`config.mk`:
```
export PLATFORM = sky130hd
export DESIGN_NAME = count_sweep_ctrl
export DESIGN_NICKNAME = d
export VERILOG_FILES = /design/src/rtl/count_sweep_ctrl.sv
export SDC_FILE = /design/constraint.sdc
export NUM_CORES = 1
export LEC_CHECK = 0
export CAP_MARGIN = 20
export CORE_ASPECT_RATIO = 2
export CORE_MARGIN = 2
export CORE_UTILIZATION = 40
export CTS_BUF_LIST = sky130_fd_sc_hd__clkbuf_16
export DETAILED_ROUTE_END_ITERATION = 7
export PLACE_DENSITY = 0.74
export RECOVER_POWER = 50
export SLEW_MARGIN = 20
export SYNTH_ARGS = -nofsm -noshare
export SYNTH_HDL_FRONTEND = slang
export SYNTH_SLANG_ARGS = --single-unit
```
`constraint.sdc`:
```
create_clock -name Clock -period 2.8 [get_ports Clock]
set_input_delay 0.42 -clock Clock [delete_from_list [all_inputs] [get_ports Clock]]
set_output_delay 0.42 -clock Clock [all_outputs]
set_load 0.02 [all_outputs]
```
`src/rtl/count_sweep_ctrl.sv`:
```
// Sweep sequencer for an up/down load/clear counter: loads Lo, counts to Hi and
// back to Lo, Reps times, then pulses Done. Supports pause, abort and range supervision.
module count_sweep_ctrl #(
  parameter int WIDTH = 16,
  parameter int REPW  = 8
) (
  input  logic             Clock,
  input  logic             Aclr,
  input  logic             Start,
  input  logic             Pause,
  input  logic             Abort,
  input  logic [WIDTH-1:0] Lo,
  input  logic [WIDTH-1:0] Hi,
  input  logic [REPW-1:0]  Reps,
  input  logic [WIDTH-1:0] Q,
  output logic [WIDTH-1:0] Data,
  output logic             Sload,
  output logic             Sclr,
  output logic             Cnt_En,
  output logic             UpDown,
  output logic             Busy,
  output logic             Done,
  output logic             Err,
  output logic [REPW-1:0]  Pass_Cnt,
  output logic [2:0]       dbg_state
);

  typedef enum logic [2:0] {
    S_IDLE = 3'd0,
    S_LOAD = 3'd1,
    S_UP   = 3'd2,
    S_DOWN = 3'd3,
    S_DONE = 3'd4
  } state_t;

  state_t           state_q, state_d;
  logic [WIDTH-1:0] lo_q, lo_d, hi_q, hi_d;
  logic [REPW-1:0]  reps_q, reps_d, pass_q, pass_d;
  logic             busy_q, busy_d, done_q, done_d, err_q, err_d;
  logic [REPW:0]    pass_next;
  logic             more_passes, out_of_range;

  always_comb begin
    // One extra bit so Reps = 2^REPW-1 compares exactly without wrapping.
    pass_next    = {1'b0, pass_q} + {{REPW{1'b0}}, 1'b1};
    more_passes  = (pass_next < {1'b0, reps_q});
    out_of_range = (Q < lo_q) || (Q > hi_q);

    state_d = state_q;
    lo_d    = lo_q;
    hi_d    = hi_q;
    reps_d  = reps_q;
    pass_d  = pass_q;
    err_d   = err_q;
    Data    = lo_q;
    Sload   = 1'b0;
    Sclr    = 1'b0;
    Cnt_En  = 1'b0;
    UpDown  = 1'b0;

    case (state_q)
      S_IDLE: begin
        if (Start) begin
          if ((Lo < Hi) && (Reps != '0)) begin
            lo_d    = Lo;
            hi_d    = Hi;
            reps_d  = Reps;
            pass_d  = '0;
            err_d   = 1'b0;
            state_d = S_LOAD;
          end else begin
            err_d = 1'b1;
          end
        end
      end
      S_LOAD: begin
        Sload   = 1'b1;
        state_d = S_UP;
      end
      S_UP: begin
        if (out_of_range) begin
          err_d   = 1'b1;
          state_d = S_IDLE;
        end else if (!Pause) begin
          Cnt_En = 1'b1;
          if (Q == hi_q) state_d = S_DOWN;
          else           UpDown  = 1'b1;
        end
      end
      S_DOWN: begin
        if (out_of_range) begin
          err_d   = 1'b1;
          state_d = S_IDLE;
        end else if (!Pause) begin
          if (Q != lo_q) begin
            Cnt_En = 1'b1;
          end else if (more_passes) begin
            Cnt_En  = 1'b1;
            UpDown  = 1'b1;
            pass_d  = pass_next[REPW-1:0];
            state_d = S_UP;
          end else begin
            pass_d  = pass_next[REPW-1:0];
            state_d = S_DONE;
          end
        end
      end
      S_DONE:  state_d = S_IDLE;
      default: state_d = S_IDLE;
    endcase

    // Abort wins over everything decoded above, including a same-cycle Start.
    if (Abort) begin
      Sclr    = 1'b1;
      Sload   = 1'b0;
      Cnt_En  = 1'b0;
      UpDown  = 1'b0;
      lo_d    = lo_q;
      hi_d    = hi_q;
      reps_d  = reps_q;
      err_d   = err_q;
      pass_d  = '0;
      state_d = S_IDLE;
    end

    busy_d = (state_d == S_LOAD) || (state_d == S_UP) || (state_d == S_DOWN);
    done_d = (state_d == S_DONE);
  end

  always_ff @(posedge Clock or posedge Aclr) begin
    if (Aclr) begin
      state_q <= S_IDLE;
      lo_q    <= '0;
      hi_q    <= '0;
      reps_q  <= '0;
      pass_q  <= '0;
      busy_q  <= 1'b0;
      done_q  <= 1'b0;
      err_q   <= 1'b0;
    end else begin
      state_q <= state_d;
      lo_q    <= lo_d;
      hi_q    <= hi_d;
      reps_q  <= reps_d;
      pass_q  <= pass_d;
      busy_q  <= busy_d;
      done_q  <= done_d;
      err_q   <= err_d;
    end
  end

  assign Busy      = busy_q;
  assign Done      = done_q;
  assign Err       = err_q;
  assign Pass_Cnt  = pass_q;
  assign dbg_state = state_q;

endmodule

```
==> run summary <==
===============================================================================================
Initial core utilization .........................................................        41.4%
Initial antenna violation count ..................................................            0
Core region area .................................................................  0.00938 mm2
Floorplan die area ...............................................................   0.0106 mm2
Fraction of layout cells with a size suffix above 1 ..............................        32.3%
Worst-case clock buffer depth ....................................................            2
Number of setup violations in the final report ...................................            6
Crit path capture type ........................................................... primary output
TritonCTS buffer count ...........................................................            5
Number of core rows ..............................................................           50
Number of design-rule violations left by the first detailed-router iteration .....          209
P_leak ...........................................................................      3.07 nW
Clock net sink count .............................................................           54
Slew Viols, Final ................................................................            0
Total power density per cell area ................................................   548 mW/mm2
DIE HEIGHT .......................................................................       143 um
Area contributors post-synth ..................................................... sky130_fd_sc_hd__dfrtp_1, sky130_fd_sc_hd__ha_1, sky130_fd_sc_hd__mux2_4
Cell area after technology mapping ...............................................  0.00388 mm2
Total Wirelength .................................................................     12500 um
Number of routed nets with antenna violations ....................................            0
Share of flip-flops with an asynchronous set or reset ............................         100%
Max Fanout on Critical Path ......................................................            4
Fin worst setup slack ............................................................      -517 ps
Setup skew after layout ..........................................................      3.95 ps
Tcrit/Tclk final .................................................................         118%
Clock input transition at the sequential cells of the worst setup and hold paths .        70 ps
Seq cells post-synth .............................................................           54
Number of global-route vias before repair ........................................         3942
Detail-routed net length per standard cell .......................................      18.1 um
I/O pin count ....................................................................           95
Kind of critical path ............................................................ flop to primary output
Total number of nets in the final design .........................................          702
Maximum clock rate ...............................................................    0.301 GHz
Area growth from synthesis to layout .............................................        59.6%
Aggregate global routing overflow ................................................            0
Sum of net half-perimeters after detailed placement ..............................      9100 um
Final Critical Period ............................................................      3320 ps
Port Buffers .....................................................................           94
Overall track demand over capacity in global routing .............................        22.8%
Overall die width ................................................................      73.7 um
Status ........................................................................... complete, but fails checks
Post-synth top area cell ......................................................... sky130_fd_sc_hd__dfrtp_1
Relative max-transition margin ...................................................        40.1%
Maximum vdd drop .................................................................       315 uV
Share of the yosys chip area belonging to registers ..............................        34.8%
Count of max-cap constraint violations ...........................................            0
Total vias in the final route ....................................................         3745
First-pass DRT Iterations ........................................................            4
TritonCTS clock tree .............................................................          yes
Critical Path Start Type .........................................................         flop
Transition time of the tightest slew-check pin ...................................       898 ps
Count of warnings emitted by yosys ...............................................            0
Vias per inst ....................................................................         5.43
Synth Net Count ..................................................................          500
First-pass GRT wire length .......................................................     18300 um
ANT cells ........................................................................            0
Clock root cell .................................................................. sky130_fd_sc_hd__clkbuf_16
Fin Setup TNS ....................................................................     -1180 ps
Synthesized instance count .......................................................          384
Post-synth EDFFs .................................................................            0
Post-CTS Hold Buffers ............................................................            0
Fraction of synthesized cell area taken by the top area cell type ................        34.8%
Number of hold violations in the final report ....................................            0
Setup repair after global routing missed its margin ..............................         true
Classification of the worst-slack hold path ...................................... input port to flop
Mean instance size in the synthesized netlist ....................................     10.1 um2
Req. time, crit path .............................................................      2380 ps
Final weighted congestion in routability-driven placement ........................        0.907
Data arrival time of the worst path ..............................................      2900 ps
Top flip-flop cell by instance count after synthesis ............................. sky130_fd_sc_hd__dfrtp_1
Overall power ....................................................................    0.00340 W
CTS H-tree depth .................................................................            2
Synth cell types .................................................................           54
Worst-skew pair later-pin latency ................................................       300 ps
Largest net degree at the start of global routing ................................           33
Residual DRC count ...............................................................            0
Violations in the final reports .................................................. negative setup slack
===============================================================================================
==> cells by family (layout without fill, tap and decap cells) <==
| logic type | Yosys count | in the layout | synth area share [%] |
|---|---|---|---|
| multiplexers | 41 | 41 | 13.3 |
| adder cells (fa/ha/maj) | 55 | 55 | 17.7 |
| buffers and inverters | 77 | 279 | 9.21 |
| flip-flops | 54 | 54 | 34.8 |
| AND/OR/NAND/NOR | 86 | 86 | 12.2 |
| XOR/XNOR | 6 | 6 | 1.35 |
| AO/OA/AOI/OAI | 65 | 65 | 11.5 |
==> metal layers <==
layer	wire length (um)	vias to the layer above	GRT usage (%)
met2	7230	116	44.2
met3	349	52	2.81
met4	802	0	13.3
li1	-	1766	-
met5	0	-	0
met1	4080	1811	21.5
==> critical path, cell delays in order, from the launching register on <==
cell	delay [ps]
sky130_fd_sc_hd__dfrtp_2	420
sky130_fd_sc_hd__and3_4	190
sky130_fd_sc_hd__and3_4	200
sky130_fd_sc_hd__xor2_2	160
sky130_fd_sc_hd__ha_1	310
sky130_fd_sc_hd__a21o_1	170
sky130_fd_sc_hd__a21oi_2	140
sky130_fd_sc_hd__nor2b_2	60
sky130_fd_sc_hd__nor4_2	310
sky130_fd_sc_hd__buf_4	200
sky130_fd_sc_hd__buf_6	110
sky130_fd_sc_hd__nor3b_4	40
sky130_fd_sc_hd__nor3_2	140
sky130_fd_sc_hd__buf_4	170
==> cells in the final DEF, fill, tap and decap left out, types with 3 or more instances in the layout <==
cell,netlist,layout
sky130_fd_sc_hd__mux2i_1,16,16
sky130_fd_sc_hd__clkbuf_16,0,6
sky130_fd_sc_hd__nor4_1,9,7
sky130_fd_sc_hd__mux2_4,20,23
sky130_fd_sc_hd__nand4b_1,3,3
sky130_fd_sc_hd__dlygate4sd3_1,0,11
sky130_fd_sc_hd__nor3_2,0,3
sky130_fd_sc_hd__o211ai_1,8,8
sky130_fd_sc_hd__nand2_1,20,20
sky130_fd_sc_hd__nand3b_1,4,4
sky130_fd_sc_hd__dfrtp_1,54,51
sky130_fd_sc_hd__dlygate4sd2_1,0,4
sky130_fd_sc_hd__nand3_1,9,7
sky130_fd_sc_hd__clkdlybuf4s50_1,0,70
sky130_fd_sc_hd__nor2_1,11,10
sky130_fd_sc_hd__a21oi_1,17,14
sky130_fd_sc_hd__inv_1,67,66
sky130_fd_sc_hd__buf_4,1,105
sky130_fd_sc_hd__ha_1,55,46
sky130_fd_sc_hd__dlymetal6s2s_1,0,7
sky130_fd_sc_hd__a21o_1,3,3
sky130_fd_sc_hd__a22oi_1,3,3
sky130_fd_sc_hd__ha_4,0,8
sky130_fd_sc_hd__dfrtp_2,0,3
sky130_fd_sc_hd__and4_1,3,3
sky130_fd_sc_hd__o21ai_0,10,9
sky130_fd_sc_hd__a21oi_2,1,3
sky130_fd_sc_hd__nand4_1,8,8
==> registers in the layout, indices dropped and copies added (netlist names) <==
name,count
dbg_state,3
Data,16
Busy,1
Done,1
hi_q,16
Err,1
Pass_Cnt,8
reps_q,8
==> cell type report <==
cell class / count / area (um2)
fill: 713 / 3180
sequential: 54 / 1360
clock inverter: 2 / 7.51
clock buffer: 5 / 125
inverter: 67 / 251
timing repair buffer: 205 / 1860
tap: 104 / 130
multi-input combinational: 253 / 2480
==> worst paths after layout <==
check                      slack [ps]  depth (start not counted)        start     endpoint
max in group asynchronous         600                          3         Aclr  Pass_Cnt[1]
min reg2reg                       520                          1    reps_q[0]    reps_q[0]
min                               480                          2       Lo[11]     Data[11]
max                              -520                         13  Pass_Cnt[1]       Cnt_En
max reg2reg                       -60                         14  Pass_Cnt[1]         Busy
min in group asynchronous         760                          2         Aclr     hi_q[15]
==> power breakdown <==
group | internal [W] | total [W] | switching [W]
sequential | 0.000966 | 0.00107 | 0.0000992
clock | 0.000321 | 0.000599 | 0.000278
combinational | 0.000951 | 0.00174 | 0.000785
total | 0.00224 | 0.00340 | 0.00116
==> cells in the mapped netlist (4+ instances only) <==
master and instances:
sky130_fd_sc_hd__and3_1 4, sky130_fd_sc_hd__mux2i_1 16, sky130_fd_sc_hd__nand4_1 8, sky130_fd_sc_hd__mux2_4 20, sky130_fd_sc_hd__nand3b_1 4, sky130_fd_sc_hd__o211ai_1 8
sky130_fd_sc_hd__nand3_1 9, sky130_fd_sc_hd__dfrtp_1 54, sky130_fd_sc_hd__o21ai_0 10, sky130_fd_sc_hd__nor2_1 11, sky130_fd_sc_hd__nor4_1 9, sky130_fd_sc_hd__nand2_1 20
sky130_fd_sc_hd__nor3_1 5, sky130_fd_sc_hd__inv_1 67, sky130_fd_sc_hd__a21oi_1 17, sky130_fd_sc_hd__ha_1 55
==> through the flow <==
stage	std cells	cell area [um2]	setup WS (ps)	utilization, %	hold slack (ps)
final	690	6200	-517	66.1	478
after global routing	690	6200	-610	66.1	506
after CTS	683	5980	-509	63.7	499
after detailed placement	671	5660	-805	60.3	483
after global placement	671	5660	-789	60.3	471
after floorplan	384	3920	-116	-	453
==> timing repair <==
item,CTS,global route
gates resized for setup,38,38
buffers inserted,3,8
endpoints found under the setup margin,48,44
cloned,2,1
pin swaps,9,20
(Power assumes the default switching activity.)
